<file path="src/rtl/vram_arb_pkg.sv">
// vram_arb_pkg: shared definitions for the VRAM port arbiter.
//   arb_state_e          - arbiter FSM states (IDLE / MPU access / display burst)
//   LEN_WIDTH            - display burst length field width (0 encodes 2^LEN_WIDTH)
//   VRAM_ADDR_W_DEFAULT  - VRAM word-address width, also used by Core
//   VRAM_DATA_W_DEFAULT  - VRAM data width
package vram_arb_pkg;

  localparam int LEN_WIDTH           = 8;
  localparam int VRAM_ADDR_W_DEFAULT = 18;
  localparam int VRAM_DATA_W_DEFAULT = 16;

  typedef enum logic [1:0] {
    ST_IDLE = 2'd0,
    ST_MPU  = 2'd1,
    ST_DISP = 2'd2
  } arb_state_e;

endpackage

</file>
<file path="src/rtl/vram_burst_counter.sv">
// vram_burst_counter: address/length tracker for one display read burst.
//   load/load_addr/load_len - start a burst; the word at load_addr is issued
//                             in the same cycle by the arbiter, so the counter
//                             keeps the address of the *following* word
//   step                    - one more burst word issued
//   next_addr               - address of the next word (wraps at 2^AW)
//   last                    - the word currently on the VRAM bus is the final one
module vram_burst_counter #(
  parameter int AW = 18,
  parameter int LW = 8
) (
  input  logic          clk,
  input  logic          reset,
  input  logic          load,
  input  logic          step,
  input  logic [AW-1:0] load_addr,
  input  logic [LW-1:0] load_len,
  output logic [AW-1:0] next_addr,
  output logic          last
);

  // Words still to go after the one on the bus. len-1 wraps 0 -> all ones,
  // which gives the 2^LW-word burst encoded by len == 0.
  logic [LW-1:0] rem;

  always_ff @(posedge clk or posedge reset) begin
    if (reset) begin
      next_addr <= '0;
      rem       <= '0;
    end else if (load) begin
      next_addr <= load_addr + AW'(1);
      rem       <= load_len - LW'(1);
    end else if (step) begin
      next_addr <= next_addr + AW'(1);
      rem       <= rem - LW'(1);
    end
  end

  assign last = (rem == '0);

endmodule

</file>
<file path="src/rtl/vram_arbiter.sv">
// vram_arbiter: shares the single async-SRAM VRAM port between the MPU bus
// (single-word read/write) and the display line-fetch engine (read bursts).
//   clk, reset                 - clock, async active-high reset
//   mpu_req/wr/be/addr/wdata   - MPU access start pulse + sampled fields
//   mpu_busy/ack/rdata         - MPU status, completion pulse, read data
//   disp_req/addr/len          - display burst start pulse + sampled fields
//   disp_busy/valid/rdata/done - display status and returned burst words
//   vram_en/rd/wr/be/addr/data_out - registered VRAM bus (active high)
//   vram_data_in               - VRAM read data, captured at end of access
// Display has priority when both wait in IDLE; an MPU access that waited
// through a burst runs straight after that burst's last word.
module vram_arbiter #(
  parameter int VRAM_ADDR_WIDTH = vram_arb_pkg::VRAM_ADDR_W_DEFAULT,
  parameter int DATA_WIDTH      = vram_arb_pkg::VRAM_DATA_W_DEFAULT,
  parameter int LEN_WIDTH       = vram_arb_pkg::LEN_WIDTH
) (
  input  logic                       clk,
  input  logic                       reset,
  // MPU port
  input  logic                       mpu_req,
  input  logic                       mpu_wr,
  input  logic [1:0]                 mpu_be,
  input  logic [VRAM_ADDR_WIDTH-1:0] mpu_addr,
  input  logic [DATA_WIDTH-1:0]      mpu_wdata,
  output logic                       mpu_busy,
  output logic                       mpu_ack,
  output logic [DATA_WIDTH-1:0]      mpu_rdata,
  // display port
  input  logic                       disp_req,
  input  logic [VRAM_ADDR_WIDTH-1:0] disp_addr,
  input  logic [LEN_WIDTH-1:0]       disp_len,
  output logic                       disp_busy,
  output logic                       disp_valid,
  output logic [DATA_WIDTH-1:0]      disp_rdata,
  output logic                       disp_done,
  // VRAM bus
  output logic                       vram_en,
  output logic                       vram_rd,
  output logic                       vram_wr,
  output logic [1:0]                 vram_be,
  output logic [VRAM_ADDR_WIDTH-1:0] vram_addr,
  output logic [DATA_WIDTH-1:0]      vram_data_out,
  input  logic [DATA_WIDTH-1:0]      vram_data_in
);
  import vram_arb_pkg::*;

  localparam int AW = VRAM_ADDR_WIDTH;
  localparam int DW = DATA_WIDTH;
  localparam int LW = LEN_WIDTH;

  arb_state_e state, state_nxt;

  // pending = accepted but not yet started on the VRAM bus
  logic          mpu_pend, disp_pend;
  logic          mpu_wr_q;
  logic [1:0]    mpu_be_q;
  logic [AW-1:0] mpu_addr_q;
  logic [DW-1:0] mpu_wdata_q;
  logic [AW-1:0] disp_addr_q;
  logic [LW-1:0] disp_len_q;

  // A request pulse can start its access in the very next cycle, so the
  // FSM looks at the incoming pulse as well as the latched pending flag.
  logic mpu_take, disp_take, mpu_want, disp_want;
  assign mpu_take  = mpu_req  & ~mpu_busy;
  assign disp_take = disp_req & ~disp_busy;
  assign mpu_want  = mpu_pend  | mpu_take;
  assign disp_want = disp_pend | disp_take;

  logic          sel_wr;
  logic [1:0]    sel_be;
  logic [AW-1:0] sel_maddr, sel_daddr;
  logic [DW-1:0] sel_wdata;
  logic [LW-1:0] sel_len;
  assign sel_wr    = mpu_pend  ? mpu_wr_q    : mpu_wr;
  assign sel_be    = mpu_pend  ? mpu_be_q    : mpu_be;
  assign sel_maddr = mpu_pend  ? mpu_addr_q  : mpu_addr;
  assign sel_wdata = mpu_pend  ? mpu_wdata_q : mpu_wdata;
  assign sel_daddr = disp_pend ? disp_addr_q : disp_addr;
  assign sel_len   = disp_pend ? disp_len_q  : disp_len;

  // burst address / length tracking
  logic          burst_load, burst_step, burst_last;
  logic [AW-1:0] burst_addr;

  vram_burst_counter #(.AW(AW), .LW(LW)) u_burst (
    .clk       (clk),
    .reset     (reset),
    .load      (burst_load),
    .step      (burst_step),
    .load_addr (sel_daddr),
    .load_len  (sel_len),
    .next_addr (burst_addr),
    .last      (burst_last)
  );

  // next VRAM bus values, registered together with the state
  logic          en_n, rd_n, wr_n;
  logic [1:0]    be_n;
  logic [AW-1:0] addr_n;
  logic [DW-1:0] dout_n;

  // ---------------------------------------------------------------- FSM
  always_ff @(posedge clk or posedge reset) begin
    if (reset) state <= ST_IDLE;
    else       state <= state_nxt;
  end

  always_comb begin
    state_nxt  = state;
    burst_load = 1'b0;
    burst_step = 1'b0;
    en_n       = 1'b0;
    rd_n       = 1'b0;
    wr_n       = 1'b0;
    be_n       = 2'b00;
    addr_n     = vram_addr;
    dout_n     = vram_data_out;

    case (state)
      ST_IDLE: begin
        if (disp_want) begin
          state_nxt  = ST_DISP;
          burst_load = 1'b1;
        end else if (mpu_want) begin
          state_nxt  = ST_MPU;
        end
      end
      ST_MPU: begin
        if (disp_want) begin
          state_nxt  = ST_DISP;
          burst_load = 1'b1;
        end else begin
          state_nxt  = ST_IDLE;
        end
      end
      ST_DISP: begin
        // a waiting MPU access jumps ahead of any queued next burst
        if (!burst_last) begin
          burst_step = 1'b1;
        end else if (mpu_want) begin
          state_nxt  = ST_MPU;
        end else if (disp_want) begin
          burst_load = 1'b1;
        end else begin
          state_nxt  = ST_IDLE;
        end
      end
      default: state_nxt = ST_IDLE;
    endcase

    case (state_nxt)
      ST_MPU: begin
        en_n   = 1'b1;
        rd_n   = ~sel_wr;
        wr_n   = sel_wr;
        be_n   = sel_be;
        addr_n = sel_maddr;
        dout_n = sel_wdata;
      end
      ST_DISP: begin
        en_n   = 1'b1;
        rd_n   = 1'b1;
        be_n   = 2'b11;
        addr_n = burst_load ? sel_daddr : burst_addr;
      end
      default: ;
    endcase
  end

  logic mpu_issue;
  assign mpu_issue = (state_nxt == ST_MPU);

  // ------------------------------------------------ request bookkeeping
  always_ff @(posedge clk or posedge reset) begin
    if (reset) begin
      mpu_pend    <= 1'b0;
      disp_pend   <= 1'b0;
      mpu_busy    <= 1'b0;
      disp_busy   <= 1'b0;
      mpu_wr_q    <= 1'b0;
      mpu_be_q    <= 2'b00;
      mpu_addr_q  <= '0;
      mpu_wdata_q <= '0;
      disp_addr_q <= '0;
      disp_len_q  <= '0;
    end else begin
      mpu_pend  <= mpu_want  & ~mpu_issue;
      disp_pend <= disp_want & ~burst_load;
      // busy covers pending, the access, and the response cycle
      mpu_busy  <= mpu_take  | (mpu_busy  & ~mpu_ack);
      disp_busy <= disp_take | (disp_busy & ~disp_done);
      if (mpu_take) begin
        mpu_wr_q    <= mpu_wr;
        mpu_be_q    <= mpu_be;
        mpu_addr_q  <= mpu_addr;
        mpu_wdata_q <= mpu_wdata;
      end
      if (disp_take) begin
        disp_addr_q <= disp_addr;
        disp_len_q  <= disp_len;
      end
    end
  end

  // ------------------------------------------------------ VRAM bus regs
  always_ff @(posedge clk or posedge reset) begin
    if (reset) begin
      vram_en       <= 1'b0;
      vram_rd       <= 1'b0;
      vram_wr       <= 1'b0;
      vram_be       <= 2'b00;
      vram_addr     <= '0;
      vram_data_out <= '0;
    end else begin
      vram_en       <= en_n;
      vram_rd       <= rd_n;
      vram_wr       <= wr_n;
      vram_be       <= be_n;
      vram_addr     <= addr_n;
      vram_data_out <= dout_n;
    end
  end

  // ------------------------------------------------------ read return
  // state reflects the access on the bus this cycle; its data is
  // captured at the end of the cycle and presented in the next one.
  always_ff @(posedge clk or posedge reset) begin
    if (reset) begin
      mpu_ack    <= 1'b0;
      mpu_rdata  <= '0;
      disp_valid <= 1'b0;
      disp_rdata <= '0;
      disp_done  <= 1'b0;
    end else begin
      mpu_ack    <= (state == ST_MPU);
      disp_valid <= (state == ST_DISP);
      disp_done  <= (state == ST_DISP) & burst_last;
      if (state == ST_MPU && vram_rd) mpu_rdata  <= vram_data_in;
      if (state == ST_DISP)           disp_rdata <= vram_data_in;
    end
  end

endmodule

</file>
<file path="config.mk">
export PLATFORM = sky130hd
export DESIGN_NAME = vram_arbiter
export DESIGN_NICKNAME = d
export VERILOG_FILES = /design/src/rtl/vram_arb_pkg.sv /design/src/rtl/vram_burst_counter.sv /design/src/rtl/vram_arbiter.sv
export SDC_FILE = /design/constraint.sdc
export NUM_CORES = 1
export LEC_CHECK = 0
export BUFFER_PORTS_ARGS = -buffer_cell sky130_fd_sc_hd__buf_2
export CORE_MARGIN = 10
export CORE_UTILIZATION = 60
export DETAILED_ROUTE_END_ITERATION = 12
export GPL_ROUTABILITY_DRIVEN = 0
export PLACE_DENSITY_LB_ADDON = 0.3
export REMOVE_ABC_BUFFERS = 1
export SLEW_MARGIN = 20
export SYNTH_ARGS = -nofsm -noshare
export SYNTH_HDL_FRONTEND = slang
export SYNTH_SLANG_ARGS = --single-unit
</file>
<file path="constraint.sdc">
create_clock -name clk -period 11.6 [get_ports clk]
set_input_delay 1.74 -clock clk [delete_from_list [all_inputs] [get_ports clk]]
set_output_delay 1.74 -clock clk [all_outputs]
set_load 0.005 [all_outputs]
</file>
# Word level (Yosys, flattened, before mapping)

Index checks and enable logic that the tools add are counted.

Add/subtract/negate cells: 4
$mul: 0
Divide/modulo/power cells: 0
$lt $le $gt $ge: 0
Equal/unequal tests: 4
Shift operators: 0
Mux-type cells: 29
Bitwise gates (word level): 18
Reductions and logical operators: 7

Operator list:

| kind                  | count |
|---|---|
| $mux 18               | 5 |
| $add 18x1->18 const B | 2 |
| $pmux 18 s2           | 1 |
| $mux 8                | 3 |
| $mux 16               | 1 |
| $sub 8x1->8 const B   | 2 |
| $mux 2                | 7 |
| $logic_not 8->1       | 1 |
| $mux 1                | 8 |
| $and 1x1->1           | 7 |
| $not 1->1             | 7 |
| $pmux 2 s3            | 1 |
| $eq 2x1->1 const B    | 2 |
| $eq 2x2->1 const B    | 2 |
| $or 1x1->1            | 4 |
| $pmux 1 s2            | 2 |
| $pmux 2 s2            | 1 |
| $reduce_bool 2->1     | 2 |
| $reduce_or 2->1       | 2 |
| $logic_not 2->1       | 1 |
| $logic_and 1x1->1     | 1 |

Bits in registers: 169
Latch bits: 0
Bits in writable memories: 0
Memory bits (read-only): 0
Input bits: 83
Output and inout port bits: 76
Logic and storage cells: 86
Memories kept: 0

# Logic depth before layout (Yosys ltp)

Depth in word-level cells: 10
Mapped depth: 14
Depth with buffers taken out: 10

# Hierarchy

From an unflattened synthesis, not the netlist that was laid out.

Cells, all modules: 857
Area, all modules: 8737.1 µm²

Modules (own cells, without submodules):

| module             | instances | cells each | area an instance (µm²) | sequential area each (µm²) |
|---|---|---|---|---|
| vram_arbiter       | 1         | 637        | 6687.7                 | 3578.4 |
| vram_burst_counter | 1         | 220        | 2049.5                 | 650.6 |

# Least setup slack after synthesis

OpenSTA, ideal clock, no wires.

Kind: input -> register
From: input disp_req
To: register vram_data_out[10]
Library setup time: 0.077 ns
Arrival: 4.048 ns
Slack: 7.474 ns
Stages: 12
Cell sequence: nand2b_1 > clkbuf_1 > nand2_1 > clkbuf_1 > a21oi_1 > clkbuf_1 > clkbuf_1 > ha_1 > buf_1 > clkbuf_1 > nor2_1 > a21oi_1

Longest elaborated chain between the ends: 7

RTL lines:

| what                   | RTL line            | text |
|---|---|---|
| start: declaration     | vram_arbiter.sv:29  | `input logic disp_req,` |
| $and 1x1->1 *          | vram_arbiter.sv:66  | `assign disp_take = disp_req & ~disp_busy;` |
| $or 1x1->1 *           | vram_arbiter.sv:68  | `assign disp_want = disp_pend \| disp_take;` |
| $mux 2                 | vram_arbiter.sv:143 | `end else if (disp_want) begin` |
| $mux 2                 | vram_arbiter.sv:141 | `end else if (mpu_want) begin` |
| $mux 2                 | vram_arbiter.sv:139 | `if (!burst_last) begin` |
| $pmux 2 s3 *           | vram_arbiter.sv:120 | `case (state)` |
| $eq 2x1->1 *           | vram_arbiter.sv:152 | `case (state_nxt)` |
| end signal: assignment | vram_arbiter.sv:221 | `vram_data_out <= dout_n;` |
| end: declaration       | vram_arbiter.sv:42  | `output logic [DATA_WIDTH-1:0] vram_data_out,` |

Every way passes the cells marked *; elsewhere a longest branch is shown, timed or not.
A chain may end at the register's enable or synchronous reset.

# Worst setup path after layout

From: input mpu_req
To: register vram_addr[10]

Longest elaborated chain between the ends: 7

RTL lines:

| what                                             | RTL line            | text |
|---|---|---|
| start: declaration                               | vram_arbiter.sv:20  | `input logic mpu_req,` |
| $and 1x1->1 *                                    | vram_arbiter.sv:65  | `assign mpu_take = mpu_req & ~mpu_busy;` |
| $or 1x1->1 *                                     | vram_arbiter.sv:67  | `assign mpu_want = mpu_pend \| mpu_take;` |
| $mux 2 (tied with other cells)                   | vram_arbiter.sv:141 |  |
| $mux 2 (tied with other cells)                   | vram_arbiter.sv:139 |  |
| $pmux 2 s3 or $pmux 1 s2 (tied branches)         | vram_arbiter.sv:120 |  |
| $eq 2x2->1 (tied with other cells)               | vram_arbiter.sv:152 |  |
| $pmux 18 s2 or $reduce_bool 2->1 (tied branches) | -                   |  |
| end signal: assignment                           | vram_arbiter.sv:220 | `vram_addr <= addr_n;` |
| end: declaration                                 | vram_arbiter.sv:41  | `output logic [VRAM_ADDR_WIDTH-1:0] vram_addr,` |

Marked as above.

==> impl_metrics.ini <==
[clocking]
cts_setup_buffers = 0
clk_path_buf_depth = 2
root_buffer = clkbuf_16
clk_pin_slew_ns = 0.06
cts-buffers-inserted = 17
cts_tree = yes
htree_levels = 4
ctsResizeCount = 0
hold_buffers = 0
clock_latency_ns = 0.43
clkSinkCount = 169

[floorplan]
die_w_um = 137
ios = 159
dieHeight_um = 137
start_util_pct = 61.8
die_area_um2 = 18800
core.rowCount = 42
core-area_um2 = 13300

[power]
power.total_uw = 2700
p_per_area_nw_per_um2 = 278
cellLeakagePower_uw = 0.00461
seqPwrFrac_pct = 39.2
comb_power_share_pct = 41.0
switching_share_pct = 38.7
p_int_uw = 1660
p_clk_share_pct = 19.8
vdd_drop_max_mv = 0.162
p_switching_uw = 1050

[timing]
drv_slew = 0
relSlewSlack_pct = 30.0
hold_viol = 0
finalCritPeriodShare_pct = 45.4
fmax_mhz = 190
setup_viol_count_final = 0
worst_slack_ns = 6.33
worst_pin_slew_ns = 1.05
finalClockSkew_ns = 0.00797
rsz0062_at_grt = false
min_period_ns = 5.27
hold_ws_ns = 0.465
finalSetupTns_ns = 0

[worst_setup_path]
crit_end = vram_addr[10]
cpLargestDelayFamily = buffers and inverters
cp_cell_sequence = buf_2 -> nor2b_4 -> o41ai_2 -> buf_4 -> a21oi_1 -> buf_4 -> inv_1 -> ha_1 -> clkinv_1 -> o211a_1 -> a21o_1
critical_path.max_fanout = 40
critPathKind = in -> reg
arrival_ns = 5.58
crit_path_max_incr_delay_ns = 0.97
crit_path_end_kind = flop
reg2reg_depth = 10
crit_cells = 11
reg2reg_from = mpu_busy
cpMostUsedCell = buf_4
start_kind = primary input
critical_path_required_ns = 11.91
ff2ff_setup_slack_ns = 7.33
startpoint = mpu_req
r2r_end = vram_addr[10]
path_buf_inv = 5
slowest_stage = ha_1

[global_routing]
gr-usage-all-layers_pct = 22.6
grt_pass1_vias = 6685
grt_antenna_before_repair = 2
grt_pass1_wl_um = 33900
grt_max_degree = 93
grt_overflow = 0

[placed_design]
hpwl_um = 14500
portBuffers = 158
dp_slack_ns = 5.97
placed_cells_incl_taps = 1129

[layout]
drive_gt1_share_pct = 28.3
fin_cells = 1160
fin_nets = 1059
area_growth_pct = 17.7

[yosys]
synthCells = 834
synth_edf_count = 0
synthArstFlopShare_pct = 100
synth_seq_cells = 169
ys_types = 57
synthesis.area_um2 = 8250
ys.flop_type = dfrtp_1
ys_warn_count = 0
seq_area_frac_synth_pct = 51.3
avgSynthCellArea_um2 = 9.89

[drt]
dr.pass1.iters = 5
drc = 0
ant_nets = 0
vias = 6626
vias_per_cell = 5.71
wl_per_cell_um = 18.0
first_iter_violations = 622
routed_wirelength_um = 20900

[status]
status = completed

[worst_hold_path]
min_path_type = reg -> reg
hold_depth = 1

[run]
drv_cap = 0
synth_stat cells (all sizes together), types with 5 or more instances:
cell type | number | share of area (%)
nor2b | 16 | 1.2
nor3 | 8 | 0.49
mux2i | 41 | 5.0
a21oi | 51 | 3.1
inv | 7 | 0.32
o211ai | 6 | 0.71
xor2 | 11 | 1.2
o21ai | 34 | 2.1
o31ai | 5 | 0.46
nand4 | 7 | 0.53
and4 | 5 | 0.53
nor2 | 48 | 2.2
buf | 18 | 1.0
a21o | 7 | 0.64
mux2 | 63 | 8.6
a31oi | 6 | 0.46
xnor2 | 14 | 1.5
clkbuf | 31 | 1.4
nand3 | 7 | 0.42
nand2 | 207 | 9.4
dfrtp | 169 | 51
a211oi | 20 | 1.8
final cells by class:
cell class | instances | area [um^2]
diodes | 2 | 5.00
clock buffers | 20 | 457
clock inverters | 9 | 93.8
fillers | 1021 | 3640
inverters | 9 | 38.8
multi-input cells | 607 | 3800
flip-flops and latches | 169 | 4230
well taps | 176 | 220
repair buffers | 168 | 866
power groups by stage:
stage | registers (uW) | clock network [uW] | logic (uW)
detailed placement | 1060 | 0 | 1110
CTS | 1060 | 542 | 1120
finish | 1060 | 535 | 1110
floorplan | 1060 | 0 | 711
global placement | 1040 | 0 | 1070
global route | 1090 | 569 | 1250
layer usage:
layer | share of wire (%) | vias to the layer above | wire length, um | global-route usage, %
li1 | - | 3163 | - | -
met1 | 41 | 3239 | 8510 | 27.2
met3 | 7.9 | 24 | 1650 | 8.27
met5 | 0 | - | 0 | 0
met4 | 1.6 | 0 | 338 | 7.08
met2 | 50 | 200 | 10400 | 37.1
registers in the layout (all words and copies together) (netlist names), 8 cells and up:
| register | flops |
|---|---|
| disp_rdata | 16 |
| vram_data_out | 16 |
| mpu_addr_q | 18 |
| disp_len_q | 8 |
| u_burst.next_addr | 18 |
| vram_addr | 18 |
| u_burst.rem | 8 |
| mpu_wdata_q | 16 |
| disp_addr_q | 18 |
| mpu_rdata | 16 |
placed cells by master, fill, tap and decap left out, types with 17 or more instances in the layout:
cell type | synthesis | final
o21ai_0 | 32 | 32
buf_2 | 8 | 158
mux2_2 | 62 | 62
a21oi_1 | 51 | 50
a211oi_1 | 20 | 20
mux2i_1 | 41 | 41
nor2_1 | 47 | 47
dfrtp_1 | 169 | 168
clkbuf_16 | 0 | 17
nand2_1 | 207 | 207
worst min path at each step:
stage | slack, ns | start | end
floorplan | 0.44 | mpu_be_q[0] | mpu_be_q[0]
global placement | 0.43 | mpu_ack | mpu_busy
detailed placement | 0.45 | mpu_ack | mpu_busy
CTS | 0.46 | mpu_ack | mpu_busy
global route | 0.48 | vram_addr[6] | vram_addr[6]
finish | 0.47 | mpu_ack | mpu_busy
metrics by stage:
stage,util (%),instance area (um^2)
after floorplan,-,8050
after global placement,68.6,9150
after detailed placement,68.6,9150
after CTS,72.7,9700
after global routing,72.8,9710
final,72.8,9710
cell families (layout without fill, tap and decap cells):
logic type                 Yosys count  in the layout  synth area share, %
muxes                              104            104                 13.6
and+or+nand+nor                    327            327                 17.4
AOI/OAI and AO/OA                  147            147                 11.6
xor gates and xnor gates            25             25                 2.65
buffers and inverters               58            206                 2.85
adders and majority gates            4              4                0.607
DFF                                169            169                 51.3
other                                0              2                    0
No activity file was read; power rests on OpenSTA's default activity.
